<file path="src/rtl/loader_pkg.sv">
// Shared types and constants for the serial RAM loader.
// LOADER_CHECKSUM_EN adds the trailing checksum state.
package loader_pkg;

  localparam int unsigned BYTE_W       = 8;
  localparam int unsigned ADDR_FIELD_W = 16;
  localparam int unsigned CNT_FIELD_W  = 16;

  localparam logic [BYTE_W-1:0] LOADER_SYNC = 8'hA5;

  typedef enum logic [2:0] {
    IDLE,
    ADDR_HI,
    ADDR_LO,
    CNT_HI,
    CNT_LO,
    DATA_HI,
    DATA_LO
`ifdef LOADER_CHECKSUM_EN
    ,
    CHECK
`endif
  } state_e;

endpackage

</file>
<file path="src/rtl/ram_loader_if.sv">
// Byte stream in from the host link and write port b out to the RAM.
// The master modport is the loader side.
interface ram_loader_if
  import loader_pkg::*;
#(
  parameter int unsigned ADDR_W = 10,
  parameter int unsigned DATA_W = 16
);

  logic [BYTE_W-1:0] rx_data;
  logic              rx_valid;
  logic              rx_ready;
  logic [ADDR_W-1:0] ram_address;
  logic [DATA_W-1:0] ram_wdata;
  logic              ram_we;

  modport master (
    input  rx_data,
    input  rx_valid,
    output rx_ready,
    output ram_address,
    output ram_wdata,
    output ram_we
  );

  modport slave (
    output rx_data,
    output rx_valid,
    input  rx_ready,
    input  ram_address,
    input  ram_wdata,
    input  ram_we
  );

endinterface

</file>
<file path="src/rtl/ram_loader.sv">
// Frame parser that writes a host-supplied image into RAM port b while holding the CPU.
// Define LOADER_CHECKSUM_EN to require and verify an XOR checksum byte after the data.
module ram_loader
  import loader_pkg::*;
#(
  parameter int unsigned DATA_WIDTH         = 16,
  parameter int unsigned RAM_REGISTER_COUNT = 1024
) (
  input  logic          CLK_50,
  input  logic          reset,
  ram_loader_if.master  bus,
  output logic          hold_cpu,
  output logic          done,
  output logic          error
);

  localparam int unsigned ADDR_W = $clog2(RAM_REGISTER_COUNT);

  state_e                  state_q, state_d;
  logic [ADDR_W-1:0]       ptr_q, ptr_d;
  logic [CNT_FIELD_W-1:0]  cnt_q, cnt_d;
  logic [BYTE_W-1:0]       hi_q, hi_d;
  logic [ADDR_W-1:0]       addr_q, addr_d;
  logic [DATA_WIDTH-1:0]   wdata_q, wdata_d;
  logic                    we_q, we_d;
  logic                    done_q, done_d;
  logic                    err_q, err_d;
  logic                    hold_q, hold_d;
`ifdef LOADER_CHECKSUM_EN
  logic [BYTE_W-1:0]       csum_q, csum_d;
`endif

  logic                    rx_ready_c;
  logic                    xfer_c;
  logic                    err_set_c;
  logic [ADDR_FIELD_W-1:0] addr_full_c;
  logic [CNT_FIELD_W-1:0]  cnt_full_c;
  logic [ADDR_W-1:0]       ptr_inc_c;

  // Never back-pressures; only reset blocks the link.
  assign rx_ready_c  = ~reset;
  assign xfer_c      = bus.rx_valid & rx_ready_c;
  assign addr_full_c = {hi_q, bus.rx_data};
  assign cnt_full_c  = {cnt_q[CNT_FIELD_W-1:BYTE_W], bus.rx_data};
  assign ptr_inc_c   = (ptr_q == ADDR_W'(RAM_REGISTER_COUNT - 1)) ? '0 : ptr_q + ADDR_W'(1);

  always_comb begin
    state_d   = state_q;
    ptr_d     = ptr_q;
    cnt_d     = cnt_q;
    hi_d      = hi_q;
    addr_d    = addr_q;
    wdata_d   = wdata_q;
    we_d      = 1'b0;
    done_d    = 1'b0;
    err_d     = err_q;
    err_set_c = 1'b0;
`ifdef LOADER_CHECKSUM_EN
    csum_d    = csum_q;
`endif

    if (xfer_c) begin
      case (state_q)
        IDLE: begin
          if (bus.rx_data == LOADER_SYNC) begin
            state_d = ADDR_HI;
            err_d   = 1'b0;
`ifdef LOADER_CHECKSUM_EN
            csum_d  = '0;
`endif
          end
        end
        ADDR_HI: begin
          hi_d    = bus.rx_data;
          state_d = ADDR_LO;
        end
        ADDR_LO: begin
          ptr_d   = ADDR_W'(addr_full_c);
          state_d = CNT_HI;
        end
        CNT_HI: begin
          cnt_d   = {bus.rx_data, BYTE_W'(0)};
          state_d = CNT_LO;
        end
        CNT_LO: begin
          cnt_d = cnt_full_c;
          if (cnt_full_c == '0) begin
`ifdef LOADER_CHECKSUM_EN
            state_d = CHECK;
`else
            state_d = IDLE;
            done_d  = 1'b1;
`endif
          end else begin
            state_d = DATA_HI;
          end
        end
        DATA_HI: begin
          hi_d    = bus.rx_data;
          state_d = DATA_LO;
`ifdef LOADER_CHECKSUM_EN
          csum_d  = csum_q ^ bus.rx_data;
`endif
        end
        DATA_LO: begin
          // Write strobe, address and data all land one cycle after this byte.
          we_d    = 1'b1;
          addr_d  = ptr_q;
          wdata_d = DATA_WIDTH'({hi_q, bus.rx_data});
          ptr_d   = ptr_inc_c;
          cnt_d   = cnt_q - CNT_FIELD_W'(1);
`ifdef LOADER_CHECKSUM_EN
          csum_d  = csum_q ^ bus.rx_data;
`endif
          if (cnt_q == CNT_FIELD_W'(1)) begin
`ifdef LOADER_CHECKSUM_EN
            state_d = CHECK;
`else
            state_d = IDLE;
            done_d  = 1'b1;
`endif
          end else begin
            state_d = DATA_HI;
          end
        end
`ifdef LOADER_CHECKSUM_EN
        CHECK: begin
          state_d = IDLE;
          if (bus.rx_data == csum_q) begin
            done_d = 1'b1;
          end else begin
            err_d     = 1'b1;
            err_set_c = 1'b1;
          end
        end
`endif
        default: state_d = IDLE;
      endcase
    end

    // Hold stays up through the cycle that reports the frame outcome.
    hold_d = (state_d != IDLE) | done_d | err_set_c;
  end

  always_ff @(posedge CLK_50) begin
    if (reset) begin
      state_q <= IDLE;
      ptr_q   <= '0;
      cnt_q   <= '0;
      hi_q    <= '0;
      addr_q  <= '0;
      wdata_q <= '0;
      we_q    <= 1'b0;
      done_q  <= 1'b0;
      err_q   <= 1'b0;
      hold_q  <= 1'b0;
`ifdef LOADER_CHECKSUM_EN
      csum_q  <= '0;
`endif
    end else begin
      state_q <= state_d;
      ptr_q   <= ptr_d;
      cnt_q   <= cnt_d;
      hi_q    <= hi_d;
      addr_q  <= addr_d;
      wdata_q <= wdata_d;
      we_q    <= we_d;
      done_q  <= done_d;
      err_q   <= err_d;
      hold_q  <= hold_d;
`ifdef LOADER_CHECKSUM_EN
      csum_q  <= csum_d;
`endif
    end
  end

  assign bus.rx_ready    = rx_ready_c;
  assign bus.ram_address = addr_q;
  assign bus.ram_wdata   = wdata_q;
  assign bus.ram_we      = we_q;
  assign hold_cpu        = hold_q;
  assign done            = done_q;
  assign error           = err_q;

endmodule

</file>
<file path="src/flat_wrapper.sv">
// flat-port wrapper written by rule: the top's interface ports become plain ports
module ram_loader_flat import loader_pkg::*;
#(
  parameter int unsigned DATA_WIDTH         = 16,
  parameter int unsigned RAM_REGISTER_COUNT = 1024
)
  (CLK_50, reset, hold_cpu, done, error, bus_rx_data, bus_rx_valid, bus_rx_ready, bus_ram_address, bus_ram_wdata, bus_ram_we);
  ram_loader_if #(.ADDR_W(10), .DATA_W(16)) bus_i ();
  input  logic CLK_50;
  input  logic reset;
  output logic hold_cpu;
  output logic done;
  output logic error;
  input wire logic [$bits(bus_i.rx_data)-1:0] bus_rx_data;
  input wire logic [$bits(bus_i.rx_valid)-1:0] bus_rx_valid;
  output wire logic [$bits(bus_i.rx_ready)-1:0] bus_rx_ready;
  output wire logic [$bits(bus_i.ram_address)-1:0] bus_ram_address;
  output wire logic [$bits(bus_i.ram_wdata)-1:0] bus_ram_wdata;
  output wire logic [$bits(bus_i.ram_we)-1:0] bus_ram_we;
  assign bus_i.rx_data = bus_rx_data;
  assign bus_i.rx_valid = bus_rx_valid;
  assign bus_rx_ready = bus_i.rx_ready;
  assign bus_ram_address = bus_i.ram_address;
  assign bus_ram_wdata = bus_i.ram_wdata;
  assign bus_ram_we = bus_i.ram_we;
  ram_loader #(.DATA_WIDTH(DATA_WIDTH), .RAM_REGISTER_COUNT(RAM_REGISTER_COUNT)) u_core (.CLK_50(CLK_50), .reset(reset), .bus(bus_i), .hold_cpu(hold_cpu), .done(done), .error(error));
endmodule
</file>
<file path="config.mk">
export PLATFORM = sky130hd
export DESIGN_NAME = ram_loader_flat
export DESIGN_NICKNAME = d
export VERILOG_FILES = /design/src/rtl/loader_pkg.sv /design/src/rtl/ram_loader_if.sv /design/src/rtl/ram_loader.sv /design/src/flat_wrapper.sv
export SDC_FILE = /design/constraint.sdc
export NUM_CORES = 1
export LEC_CHECK = 0
export BUFFER_PORTS_ARGS = -buffer_cell sky130_fd_sc_hd__buf_2
export CORE_ASPECT_RATIO = 1.25
export CORE_UTILIZATION = 61
export CTS_BUF_LIST = sky130_fd_sc_hd__clkbuf_8 sky130_fd_sc_hd__clkbuf_16
export DETAILED_ROUTE_END_ITERATION = 7
export MAX_ROUTING_LAYER = met4
export PLACE_DENSITY = 0.93
export SLEW_MARGIN = 30
export SYNTH_ARGS = -nofsm -noshare
export SYNTH_HDL_FRONTEND = slang
export SYNTH_SLANG_ARGS = --single-unit
</file>
<file path="constraint.sdc">
create_clock -name CLK_50 -period 5.3 [get_ports CLK_50]
set_clock_uncertainty 0.1 [all_clocks]
set_input_delay 0.265 -clock CLK_50 [delete_from_list [all_inputs] [get_ports CLK_50]]
set_output_delay 0.265 -clock CLK_50 [all_outputs]
set_load 0.005 [all_outputs]
</file>
==> Word-level counts from Yosys, hierarchy flattened <==
Index checks and enable logic that the tools add are counted.
{ "word_totals": {"register_bits": 66, "input_bits": 11, "output_inout_bits": 31, "wordCells": 52} }
{ "classes": {"add_sub_neg": 2, "n_eq_ne": 9, "mux": 13, "n_bitwise": 5, "reduce_logical": 13} }
{ "ops": {"columns": ["cell", "n"], "rows": [
  ["16-bit one-hot mux with 3 select lines", 1],
  ["3-bit one-hot mux with 7 select lines", 1],
  ["10-bit one-hot mux with 2 select lines", 1],
  ["16-bit by 1-bit equality test with 1-bit output (second input constant)", 1],
  ["16-bit logical NOT", 1],
  ["16-bit by 1-bit subtractor with 16-bit output (second input constant)", 1],
  ["3-bit two-way mux", 4],
  ["10-bit by 1-bit adder with 10-bit output (second input constant)", 1],
  ["10-bit equality test (second input constant)", 1],
  ["10-bit two-way mux", 1],
  ["3-bit equality test (second input constant)", 3],
  ["8-bit equality test (second input constant)", 1],
  ["2-bit AND reduction", 4],
  ["3-bit by 2-bit equality test with 1-bit output (second input constant)", 2],
  ["3-bit nonzero test", 2],
  ["1-bit two-way mux", 4],
  ["2-bit nonzero test", 2],
  ["2-bit OR reduction", 2],
  ["3-bit by 1-bit equality test with 1-bit output (second input constant)", 1],
  ["3-bit logical NOT", 1],
  ["1-bit inverter", 3],
  ["3-bit AND reduction", 1],
  ["1-bit one-hot mux with 2 select lines", 1],
  ["1-bit AND", 1],
  ["1-bit OR", 1]
]} }

==> Longest topological paths before layout <==
Gate-level depths: netlist of the first run.
{ "depth": {"ltp_word": 6, "depth_mapped": 8, "mapped_depth_nobuf": 7} }

==> Worst setup path after synthesis of the first run <==
Ideal clock, no wire load.
{ "synth_timing": {"kind": "register to register", "from": "reg u_core.ptr_q[0]", "to": "reg u_core.ptr_q[1]", "setup_ps": 116, "arrival_time_ps": 1703, "t_required_ps": 5084, "setup_slack_ps": 3381, "stages_incl_launch_ff": 7, "n_path_buf": 0, "period_less_slack_ps": 1919, "cell_sequence": "dfxtp_1 -> ha_1 -> nand3_1 -> or4_1 -> nand3_1 -> a21oi_1 -> a31o_2"} }
{ "synth_between": {"elab_chain_cells": 3, "elab_cells_between_ends": 4, "cone_classes": "1 x add/sub; 1 x eq/ne; 2 x mux"} }
{ "synth_rtl": {"columns": ["item", "line_no", "rtl"], "rows": [
  ["start: declaration", "ram_loader.sv:20", "logic [ADDR_W-1:0] ptr_q, ptr_d;"],
  ["start signal: assignment", "ram_loader.sv:162", "ptr_q <= ptr_d;"],
  ["10-bit by 1-bit adder with 10-bit output / 10-bit equality test (equally long branches)", "ram_loader.sv:45", "assign ptr_inc_c = (ptr_q == ADDR_W'(RAM_REGISTER_COUNT - 1)) ? '0 : ptr_q + ADDR_W'(1);"],
  ["10-bit two-way mux (*)", "ram_loader.sv:45", null],
  ["10-bit one-hot mux with 2 select lines (*)", "ram_loader.sv:63", "case (state_q)"]
]} }
Mark *: on every way between the ends. The rest lies on a longest branch, timed or not.
A chain may end at the register's enable or synchronous reset.

==> Final worst setup path of the first run <==
{ "layout_timing": {"from": "reg u_core.state_q[1]", "to": "reg u_core.ptr_q[7]"} }
{ "layout_between": {"elab_chain_cells": 3, "elab_cells_between_ends": 5, "cone_classes": "2 x eq/ne; 1 x mux; 2 x reduce/logical"} }
{ "layout_rtl": {"columns": ["item", "line_no", "rtl"], "rows": [
  ["start: declaration", "ram_loader.sv:19", "state_e state_q, state_d;"],
  ["start signal: assignment", "ram_loader.sv:161", "state_q <= state_d;"],
  ["3-bit by 2-bit equality test with 1-bit output / 3-bit equality test (equally long branches)", "ram_loader.sv:63", null],
  ["2-bit nonzero test (no line)", null, null],
  ["2-bit AND reduction (no line)", null, null]
]} }
Parallel ways exist; a longest one is shown, timed or not.

==> results.sh, run 1 <==
export IMPL_use_met3_pct=6.59
export IMPL_tightest_slew_ns=0.844
export IMPL_layoutNonFillerInstCount=494
export IMPL_synthTopCellsByArea="dfxtp_1, nand2_1, o21ai_0"
export IMPL_min_tclk_post_route_ns=2.93
export IMPL_asyncSetResetFlopFracSynth_pct=0
export IMPL_synthTopCellsByCount="nand2_1, dfxtp_1, o21ai_0"
export IMPL_hpwlAfterDp_um=5060
export IMPL_cp_buffers_inverters=1
export IMPL_hold_path_class="input port to flip-flop"
export IMPL_run_status="finished clean"
export IMPL_stdcell_area_sq_mm=0.00356
export IMPL_fin_hold_ws_ns=0.117
export IMPL_grt_pass1_vias=2828
export IMPL_critPathSlowestCell="nor4bb_1"
export IMPL_critPathLaunchType="flip-flop"
export IMPL_synth_net_count=416
export IMPL_dpl_instance_area_sq_mm=0.00329
export IMPL_global_route_peak_usage_layer="met2"
export IMPL_yosys_area_top_type_share_pct=42.1
export IMPL_synth_edff_count=0
export IMPL_most_repeated_cell_in_the_gate_level_netlist_after_synthesis="nand2_1"
export IMPL_ys_dominant_reg_cell="dfxtp_1"
export IMPL_holdBufCountCts=0
export IMPL_fp_dieArea_sq_mm=0.00543
export IMPL_drc=0
export IMPL_grt_total_usage_pct=32.3
export IMPL_peakVddDrop_mv=0.270
export IMPL_cts_sink_count=66
export IMPL_post_synthesis_instance_area_sq_mm=0.00314
export IMPL_post_layout_net_count=443
export IMPL_timing_critical_path_slowest_cell_delay_ns=0.72
export IMPL_grt_util_met1_pct=36.6
export IMPL_setup_tns_ns=0
export IMPL_die_h_um=82.2
export IMPL_cts_made_buffers=9
export IMPL_register_area_sq_mm=0.00132
export IMPL_floorplan_initialDensity_pct=64.9
export IMPL_layout_drive_gt1_share_pct=16.8
export IMPL_count_of_port_buffers_added_during_placement=40
export IMPL_slew_violations=0
export IMPL_vias_per_cell=6.26
export IMPL_cts_root_buf="clkbuf_8"
export IMPL_post_place_ws_ns=2.49
export IMPL_post_cts_resize_count=0
export IMPL_finalHoldViolations=0
export IMPL_setup_worst_path_end_class="flip-flop"
export IMPL_postSynthCellCount=402
export IMPL_tritoncts="yes"
export IMPL_drt_total_wl_um=7830
export IMPL_postSynthRegisterBits=66
export IMPL_core_sq_mm=0.00483
export IMPL_netSwitchingFraction_pct=20.8
export IMPL_cp_cell_sequence="nor4bb_1 -> nand2_1 -> inv_2 -> nand2_1 -> o21ai_0 -> o2bb2ai_1"
export IMPL_fin_crit_sh_pct=55.3
export IMPL_path_class="flip-flop to flip-flop"
export IMPL_worst_path_most_repeated_cell="nand2_1"
export IMPL_grt_max_degree=56
export IMPL_grt_pass1_wl_um=12900
export IMPL_synth_top_cell_by_area="dfxtp_1"
export IMPL_io_pins=42
export IMPL_max_slew_margin_pct=43.0
export IMPL_drt_pass1_iter_count=5
export IMPL_internal_power_uw=889
export IMPL_count_of_unique_library_cells_instantiated_by_yosys=57
export IMPL_cts_htree_levels=3
export IMPL_rsz0062_at_grt="false"
export IMPL_std_cell_rows=28
export IMPL_clockPowerShare_pct=51.0
export IMPL_area_delta_synth_final_pct=13.6
export IMPL_met2_usage_pct=54.0
export IMPL_timing_critical_path_max_delay_family="simple AND/OR/NAND/NOR gates"
export IMPL_cts_clk_slew_worst_paths_ns=0.08
export IMPL_multi_input_logic_area_sq_mm=0.00163
export IMPL_arrival_ns=3.09
export IMPL_filler_cell_count=361
export IMPL_cts_buffer_depth=2
export IMPL_worst_skew_late_latency_ns=0.35
export IMPL_detail_route_antenna_nets=0
export IMPL_achievable_frequency_ghz=0.341
export IMPL_die_width_um=66.1
export IMPL_drv_max_cap_violation_count=0
export IMPL_synth_yosys_warnings=0
export IMPL_wl_per_cell_um=15.8
export IMPL_synthesized_area_divided_by_synthesized_cell_count_sq_um=7.80
export IMPL_power_per_cell_area_mw_per_mm2=315
export IMPL_crit_fanout=55
export IMPL_post_cts_buffers=0
export IMPL_detailed_router_s_first_iteration_violation_count=384
export IMPL_leakage_nw=1.38
export IMPL_synth_seq_area_share_pct=42.1
export IMPL_worst_ep_required_time_ns=5.46
export IMPL_combPwrFrac_pct=3.8
export IMPL_detailroute_via_count=3094
export IMPL_overall_overflow_remaining_after_global_route=0
export IMPL_power_switching_uw=233
export IMPL_worst_setup_slack_final_ns=2.37
export IMPL_final_number_of_setup_violating_endpoints=0
export IMPL_seq_power_share_pct=45.1
export IMPL_grt_antenna_before_repair=0
export IMPL_finalWeightedCongestion=0.949
export IMPL_place_detailed_instances=478
export IMPL_insertedDiodeCount=0
==> stage by stage <==
stage	utilization (%)	total power [mW]
floorplan	-	0.545
global placement	67.9	0.558
detailed placement	68.0	0.560
CTS	73.7	1.12
global route	73.7	1.15
finish	73.7	1.12
==> power by group through the flow <==
| stage | Sequential, mW | Combinational (mW) | Clock [mW] |
|---|---|---|---|
| 6_report | 0.507 | 0.0432 | 0.573 |
| 5_1_grt | 0.507 | 0.0475 | 0.596 |
| 4_1_cts | 0.506 | 0.0424 | 0.575 |
| 3_5_place_dp | 0.518 | 0.0418 | 0 |
| 3_3_place_gp | 0.517 | 0.0408 | 0 |
| 2_1_floorplan | 0.515 | 0.0299 | 0 |
==> cells in the final DEF, fill, tap and decap left out, types with 2 or more instances in the layout <==
cell / count
xor2_1: 3
clkbuf_8: 10
a32o_1: 6
o31ai_1: 4
a221oi_1: 2
nor4_1: 4
o2bb2ai_1: 2
dfxtp_1: 66
and3_1: 2
o21ai_0: 60
nand2_1: 105
nor4_4: 2
nand3b_1: 2
clkinv_4: 2
nor3_1: 8
a21oi_1: 21
a211oi_1: 4
nor3b_1: 3
ha_1: 3
inv_1: 8
bufinv_16: 4
a31oi_1: 4
buf_2: 40
and4_1: 2
nand3_1: 7
buf_4: 3
nor2_1: 19
o22ai_1: 2
nand4_1: 4
a22oi_1: 2
or4_1: 4
==> layout make-up <==
type	count	share of cell area (%)
flip-flops and latches	66	37.1
clock buffers	10	3.87
clock inverters	6	3.87
well taps	60	2.11
inverters	10	1.09
multi-input cells	299	45.7
repair buffers	43	6.25
==> cells by family after synthesis <==
logic type	count (synthesis)	share of synthesized area [%]
AO/OA/AOI/OAI	119	23.2
buffers and inverters	37	5.95
flip-flops	66	42.1
adder cells (fa/ha/maj)	3	1.20
XOR/XNOR	4	1.12
AND/OR/NAND/NOR	172	26.3
other	1	0.120
==> registers in the layout, indices dropped and copies added (netlist names) <==
register / count
u_core.hi_q: 8
u_core.bus.ram_address: 10
u_core.done: 1
u_core.state_q: 3
u_core.hold_cpu: 1
u_core.ptr_q: 10
u_core.bus.ram_wdata: 16
u_core.bus.ram_we: 1
u_core.cnt_q: 16
==> worst paths after layout <==
path	from	to	slack [ns]	cells after the start
worst max register to register	u_core.state_q[1]	u_core.ptr_q[7]	2.37	6
worst min-delay path	bus_rx_data[7]	u_core.bus.ram_wdata[7]	0.12	3
worst max-delay path	u_core.state_q[1]	u_core.ptr_q[7]	2.37	6
worst min register to register	u_core.hi_q[3]	u_core.bus.ram_wdata[11]	0.35	2
==> worst min-delay path: cells and delay by family <==
kind | cells | cell delay (ns)
and+or+nand+nor | 1 | 0.06
AOI/OAI and AO/OA | 1 | 0.06
buffers and inverters | 1 | 0.15
==> per-layer routing <==
layer  share of wire [%]  up-vias  wire length [um]
li1                    -     1475                 -
met1                  40     1440              3140
met2                  49      149              3870
met3                 7.1       30               554
met4                 3.4        0               263
met5                   0        -                 0
(Power assumes the default switching activity.)
==> run 2, diff against run 1 <==
- CORE_UTILIZATION: 61 -> 52
- PLACE_DENSITY: 0.93 -> 0.85
- clock period: 5.3 -> 2.5 ns (I/O delays scaled with it)
==> run 2 against run 1 <==
  * Sequential power rose by 110%
  * Flip-flop and latch count did not move
  * Count of clock-buffer cells in the layout did not move
  * Non-clock buffer count rose by 11
  * Final cell count rose by 3.4%
  * Clock power rose by 76%
  * Combinational power rose by 130%
  * Via count fell by 0.94%
  * Die area rose by 17%
  * Worst hold slack got worse by 0.083 ns
  * First-iteration DRC count fell by 7.8%
  * Wire length fell by 2.8%
  * Largest power group is now registers
  * Highest routed layer unchanged
==> results.sh, run 2 (synthesized netlist as in run 1, its figures left out) <==
export IMPL_run_status="finished clean"
export IMPL_hold_path_class="input port to flip-flop"
export IMPL_filler_cell_count=468
export IMPL_detailed_router_s_first_iteration_violation_count=354
export IMPL_setup_worst_path_end_class="flip-flop"
export IMPL_drt_total_wl_um=7610
export IMPL_peakVddDrop_mv=0.288
export IMPL_path_class="input port to flip-flop"
export IMPL_finalHoldViolations=0
export IMPL_register_area_sq_mm=0.00132
export IMPL_tritoncts="yes"
export IMPL_layout_common_cells="nand2_1, dfxtp_1, o21ai_0"
export IMPL_wl_per_cell_um=14.9
export IMPL_cts_clk_slew_worst_paths_ns=0.07
export IMPL_worst_ep_required_time_ns=2.61
export IMPL_final_number_of_setup_violating_endpoints=0
export IMPL_detailroute_via_count=3065
export IMPL_finalWeightedCongestion=0.931
export IMPL_post_layout_net_count=454
export IMPL_rsz0062_at_grt="false"
export IMPL_floorplan_initialDensity_pct=53.9
export IMPL_count_of_port_buffers_added_during_placement=40
export IMPL_overall_overflow_remaining_after_global_route=0
export IMPL_io_pins=42
export IMPL_reg2reg_depth=6
export IMPL_worst_skew_late_latency_ns=0.34
export IMPL_achievable_frequency_ghz=0.471
export IMPL_power_per_cell_area_mw_per_mm2=601
export IMPL_end_of_the_critical_path="u_core.hold_cpu"
export IMPL_hpwlAfterDp_um=5100
export IMPL_crit_fanout=6
export IMPL_min_tclk_post_route_ns=2.13
export IMPL_insertedDiodeCount=0
export IMPL_ff2ff_setup_slack_ns=0.38
export IMPL_cts_root_buf="clkbuf_8"
export IMPL_timing_critical_path_slowest_cell_delay_ns=0.53
export IMPL_most_frequent_standard_cell_in_the_layout_excluding_fill_and_tap_cells="nand2_1"
export IMPL_cts_made_buffers=9
export IMPL_multi_input_logic_area_sq_mm=0.00163
export IMPL_arrival_ns=2.24
export IMPL_setup_tns_ns=0
export IMPL_tightest_slew_ns=0.609
export IMPL_max_slew_margin_pct=59.4
export IMPL_core_sq_mm=0.00582
export IMPL_grt_pass1_wl_um=12600
export IMPL_fin_crit_sh_pct=85.0
export IMPL_post_cts_resize_count=0
export IMPL_holdPathStages=3
export IMPL_grt_antenna_before_repair=0
export IMPL_grt_max_degree=49
export IMPL_vias_per_cell=6.00
export IMPL_die_width_um=71.5
export IMPL_critPathSlowestCell="dlygate4sd3_1"
export IMPL_fp_dieArea_sq_mm=0.00635
export IMPL_grt_total_usage_pct=26.3
export IMPL_layout_drive_gt1_share_pct=17.3
export IMPL_critPathLaunchType="input port"
export IMPL_cts_buffer_depth=2
export IMPL_slew_violations=0
export IMPL_grt_pass1_vias=2800
export IMPL_leakage_nw=1.40
export IMPL_drc=0
export IMPL_design_power_mw=2.18
export IMPL_critical_path_source="bus_rx_data[4]"
export IMPL_area_delta_synth_final_pct=15.8
export IMPL_r2r_end="u_core.ptr_q[2]"
export IMPL_die_h_um=88.8
export IMPL_post_place_ws_ns=0.417
export IMPL_drv_max_cap_violation_count=0
export IMPL_detail_route_antenna_nets=0
export IMPL_drt_pass1_iter_count=6
export IMPL_rr_startpoint="u_core.ptr_q[0]"
export IMPL_std_cell_rows=31
export IMPL_cts_htree_levels=3
export IMPL_cp_cell_sequence="dlygate4sd3_1 -> buf_2 -> nor4_1 -> nand4_1 -> a22oi_2 -> a2111oi_2 -> or4_1"
export IMPL_cts_sink_count=66
export IMPL_worst_setup_slack_final_ns=0.375
==> run 2: cell types whose count changed in the layout (fill, tap and decap cells not counted) <==
cell	delta
buf_12	+1
bufinv_16	-2
clkinv_1	+1
clkinvlp_4	+1
buf_4	+4
dlygate4sd3_1	+6
==> run 2: cell type report <==
cell class	count	area share, %
Inverter	10	1.03
Sequential cell	66	36.4
Timing Repair Buffer	54	9.17
Tap cell	66	2.28
Clock inverter	6	2.48
Multi-Input combinational cell	299	44.8
Clock buffer	10	3.79
==> run 2: how the worst min path moves through the flow <==
| stage | start | end | slack, ns |
|---|---|---|---|
| finish | bus_rx_data[2] | u_core.hi_q[2] | 0.03 |
| detailed placement | bus_rx_data[5] | u_core.hi_q[5] | 0.33 |
| floorplan | bus_rx_data[0] | u_core.bus.ram_wdata[0] | 0.13 |
| global placement | bus_rx_data[5] | u_core.hi_q[5] | 0.32 |
| global route | bus_rx_data[6] | u_core.hi_q[6] | 0.03 |
| CTS | bus_rx_data[2] | u_core.hi_q[2] | 0.02 |
==> run 2: what timing repair did <==
action                                 CTS  global route
setup buffers                            0             0
endpoints found under the hold margin   11             0
hold buffers                             6             0
==> run 2: metrics by stage <==
stage	cells	hold WS, ns	instance area [sq um]	util (%)
after floorplan	402	0.134	3140	-
after global placement	489	0.324	3340	57.4
after detailed placement	489	0.331	3340	57.4
after CTS	511	0.0192	3630	62.4
after global routing	511	0.0315	3630	62.4
final	511	0.0338	3630	62.4
==> run 2: worst max-delay path, delay by kind of cell <==
family                 cells  cell delay (ns)
AND/OR/NAND/NOR            3             1.06
buffers and inverters      2             0.71
AO/OA/AOI/OAI              2             0.34
==> run 2: routing by layer <==
| layer | vias up | wire length [um] | track usage (%) |
|---|---|---|---|
| met5 | - | 0 | - |
| met3 | 26 | 443 | 4.44 |
| met2 | 132 | 3800 | 44.8 |
| met1 | 1412 | 3130 | 28.9 |
| met4 | 0 | 233 | 16.0 |
| li1 | 1495 | - | - |
==> run 2: where the power goes <==
part           internal, mW  switching [mW]
clock network         0.590           0.416
registers              1.06          0.0131
logic                0.0376          0.0629
total                  1.69           0.492
==> run 3, diff against run 2 <==
- GPL_TIMING_DRIVEN: unset -> 0
- RECOVER_POWER: unset -> 100
==> run 3 against run 2 <==
  * Via count grew 6.1%
  * Fmax shrank 9.1%
  * Combinational power grew 15%
  * Non-clock buffer count grew 19
  * Largest power group is now clock
  * Clock power grew 18%
  * Highest routed layer unchanged
==> results.sh, run 3 (synthesized netlist as in run 1, its figures left out) <==
export IMPL_run_status="finished clean"
export IMPL_layout_drive_gt1_share_pct=13.8
export IMPL_worst_skew_late_latency_ns=0.35
export IMPL_drv_max_cap_violation_count=0
export IMPL_cp_buffers_inverters=2
export IMPL_finalWeightedCongestion=0.930
export IMPL_tritoncts="yes"
export IMPL_cts_made_buffers=9
export IMPL_finalHoldViolations=0
export IMPL_final_number_of_setup_violating_endpoints=0
export IMPL_die_width_um=71.5
export IMPL_critPathSlowestCell="dlygate4sd3_1"
export IMPL_crit_fanout=6
export IMPL_cts_htree_levels=3
export IMPL_rsz0062_at_grt="false"
export IMPL_hold_path_class="input port to flip-flop"
export IMPL_critPathLaunchType="input port"
export IMPL_cts_clk_slew_worst_paths_ns=0.08
export IMPL_setup_tns_ns=0
export IMPL_worst_ep_required_time_ns=2.62
export IMPL_power_per_cell_area_mw_per_mm2=639
export IMPL_tightest_slew_ns=0.853
export IMPL_hpwlAfterDp_um=5910
export IMPL_grt_max_degree=13
export IMPL_std_cell_rows=31
export IMPL_slew_violations=0
export IMPL_use_met3_pct=4.67
export IMPL_ff2ff_setup_slack_ns=0.19
export IMPL_cts_buffer_depth=2
export IMPL_grt_antenna_before_repair=0
export IMPL_cp_cell_sequence="dlygate4sd3_1 -> clkbuf_2 -> nor4_1 -> nand4_1 -> a22oi_2 -> a2111oi_2 -> or4_1"
export IMPL_grt_pass1_wl_um=14200
export IMPL_detailed_router_s_first_iteration_violation_count=411
export IMPL_area_delta_synth_final_pct=18.6
export IMPL_die_h_um=88.8
export IMPL_global_route_peak_usage_layer="met2"
export IMPL_achievable_frequency_ghz=0.428
export IMPL_timing_critical_path_slowest_cell_delay_ns=0.54
export IMPL_io_pins=42
export IMPL_arrival_ns=2.46
export IMPL_path_class="input port to flip-flop"
export IMPL_fin_crit_sh_pct=93.5
export IMPL_drt_total_wl_um=8750
export IMPL_post_cts_buffers=0
export IMPL_wl_per_cell_um=16.5
export IMPL_fin_hold_ws_ns=0.0245
export IMPL_grt_total_usage_pct=30.2
export IMPL_peakVddDrop_mv=0.323
export IMPL_max_slew_margin_pct=43.0
export IMPL_drt_pass1_iter_count=5
export IMPL_setup_worst_path_end_class="flip-flop"
export IMPL_floorplan_initialDensity_pct=53.9
export IMPL_min_tclk_post_route_ns=2.34
export IMPL_layout_common_cells="nand2_1, dfxtp_1, o21ai_0"
export IMPL_core_sq_mm=0.00582
export IMPL_post_layout_net_count=473
export IMPL_detailroute_via_count=3253
export IMPL_grt_util_met1_pct=32.3
export IMPL_grt_pass1_vias=3043
export IMPL_drc=0
export IMPL_cts_sink_count=66
export IMPL_met2_usage_pct=53.6
export IMPL_timing_critical_path_max_delay_family="simple AND/OR/NAND/NOR gates"
export IMPL_cts_root_buf="clkbuf_8"
export IMPL_overall_overflow_remaining_after_global_route=0
export IMPL_insertedDiodeCount=0
export IMPL_fp_dieArea_sq_mm=0.00635
export IMPL_detail_route_antenna_nets=0
export IMPL_count_of_port_buffers_added_during_placement=40
export IMPL_leakage_nw=1.40
export IMPL_vias_per_cell=6.14
export IMPL_most_frequent_standard_cell_in_the_layout_excluding_fill_and_tap_cells="nand2_1"
## run 3: cell type report
class	count	area [sq um]
multi-input cells	299	1630
inverters	10	37.5
clock inverters	7	141
repair buffers	46	240
plain buffers	27	139
clock buffers	9	124
fillers	483	2100
flip-flops and latches	66	1320
well taps	66	82.6
## run 3: final timing paths
kind                                         from                      end  cells past startpoint
worst max-delay path               bus_rx_data[4]          u_core.hold_cpu                      7
worst min-delay path               bus_rx_data[6]           u_core.hi_q[6]                      3
worst max register to register  u_core.state_q[0]  u_core.bus.ram_wdata[2]                      6
worst min register to register     u_core.hi_q[4]           u_core.hi_q[4]                      2
## run 3: metal layers
metal / vias up / share of wire (%)
li1: 1534 / -
met1: 1545 / 40
met2: 145 / 51
met3: 29 / 5.7
met4: 0 / 2.9
met5: - / 0
## run 3: through the flow
step	utilization, %	instance area [sq um]	std cells	setup slack, ns	power (mW)
5_1_grt	63.9	3720	530	0.0753	2.45
3_3_place_gp	58.8	3420	508	0.184	1.20
6_report	63.9	3720	530	0.162	2.38
4_1_cts	64.5	3750	530	0.210	2.38
3_5_place_dp	58.9	3420	508	0.228	1.20
2_1_floorplan	-	3140	402	0.581	1.16
## run 3: worst min-delay path, delay by kind of cell
kind / cells / cell delay (ns)
AO/OA/AOI/OAI: 1 / 0.06
buffers and inverters: 1 / 0.17
AND/OR/NAND/NOR: 1 / 0.07
## run 3: power breakdown
part           switching (mW)  internal [mW]  total, mW  leakage [nW]
Combinational          0.0717         0.0428      0.115         0.728
Sequential            0.00969           1.06       1.07         0.532
Clock                   0.428          0.765       1.19         0.135
Total                   0.510           1.87       2.38          1.40
## run 3: timing repair
| action | CTS | global route |
|---|---|---|
| hold buffers | 6 | 0 |
| setup endpoints to repair | 0 | 1 |
| gates resized for setup | 0 | 2 |
| endpoints found under the hold margin | 10 | 0 |
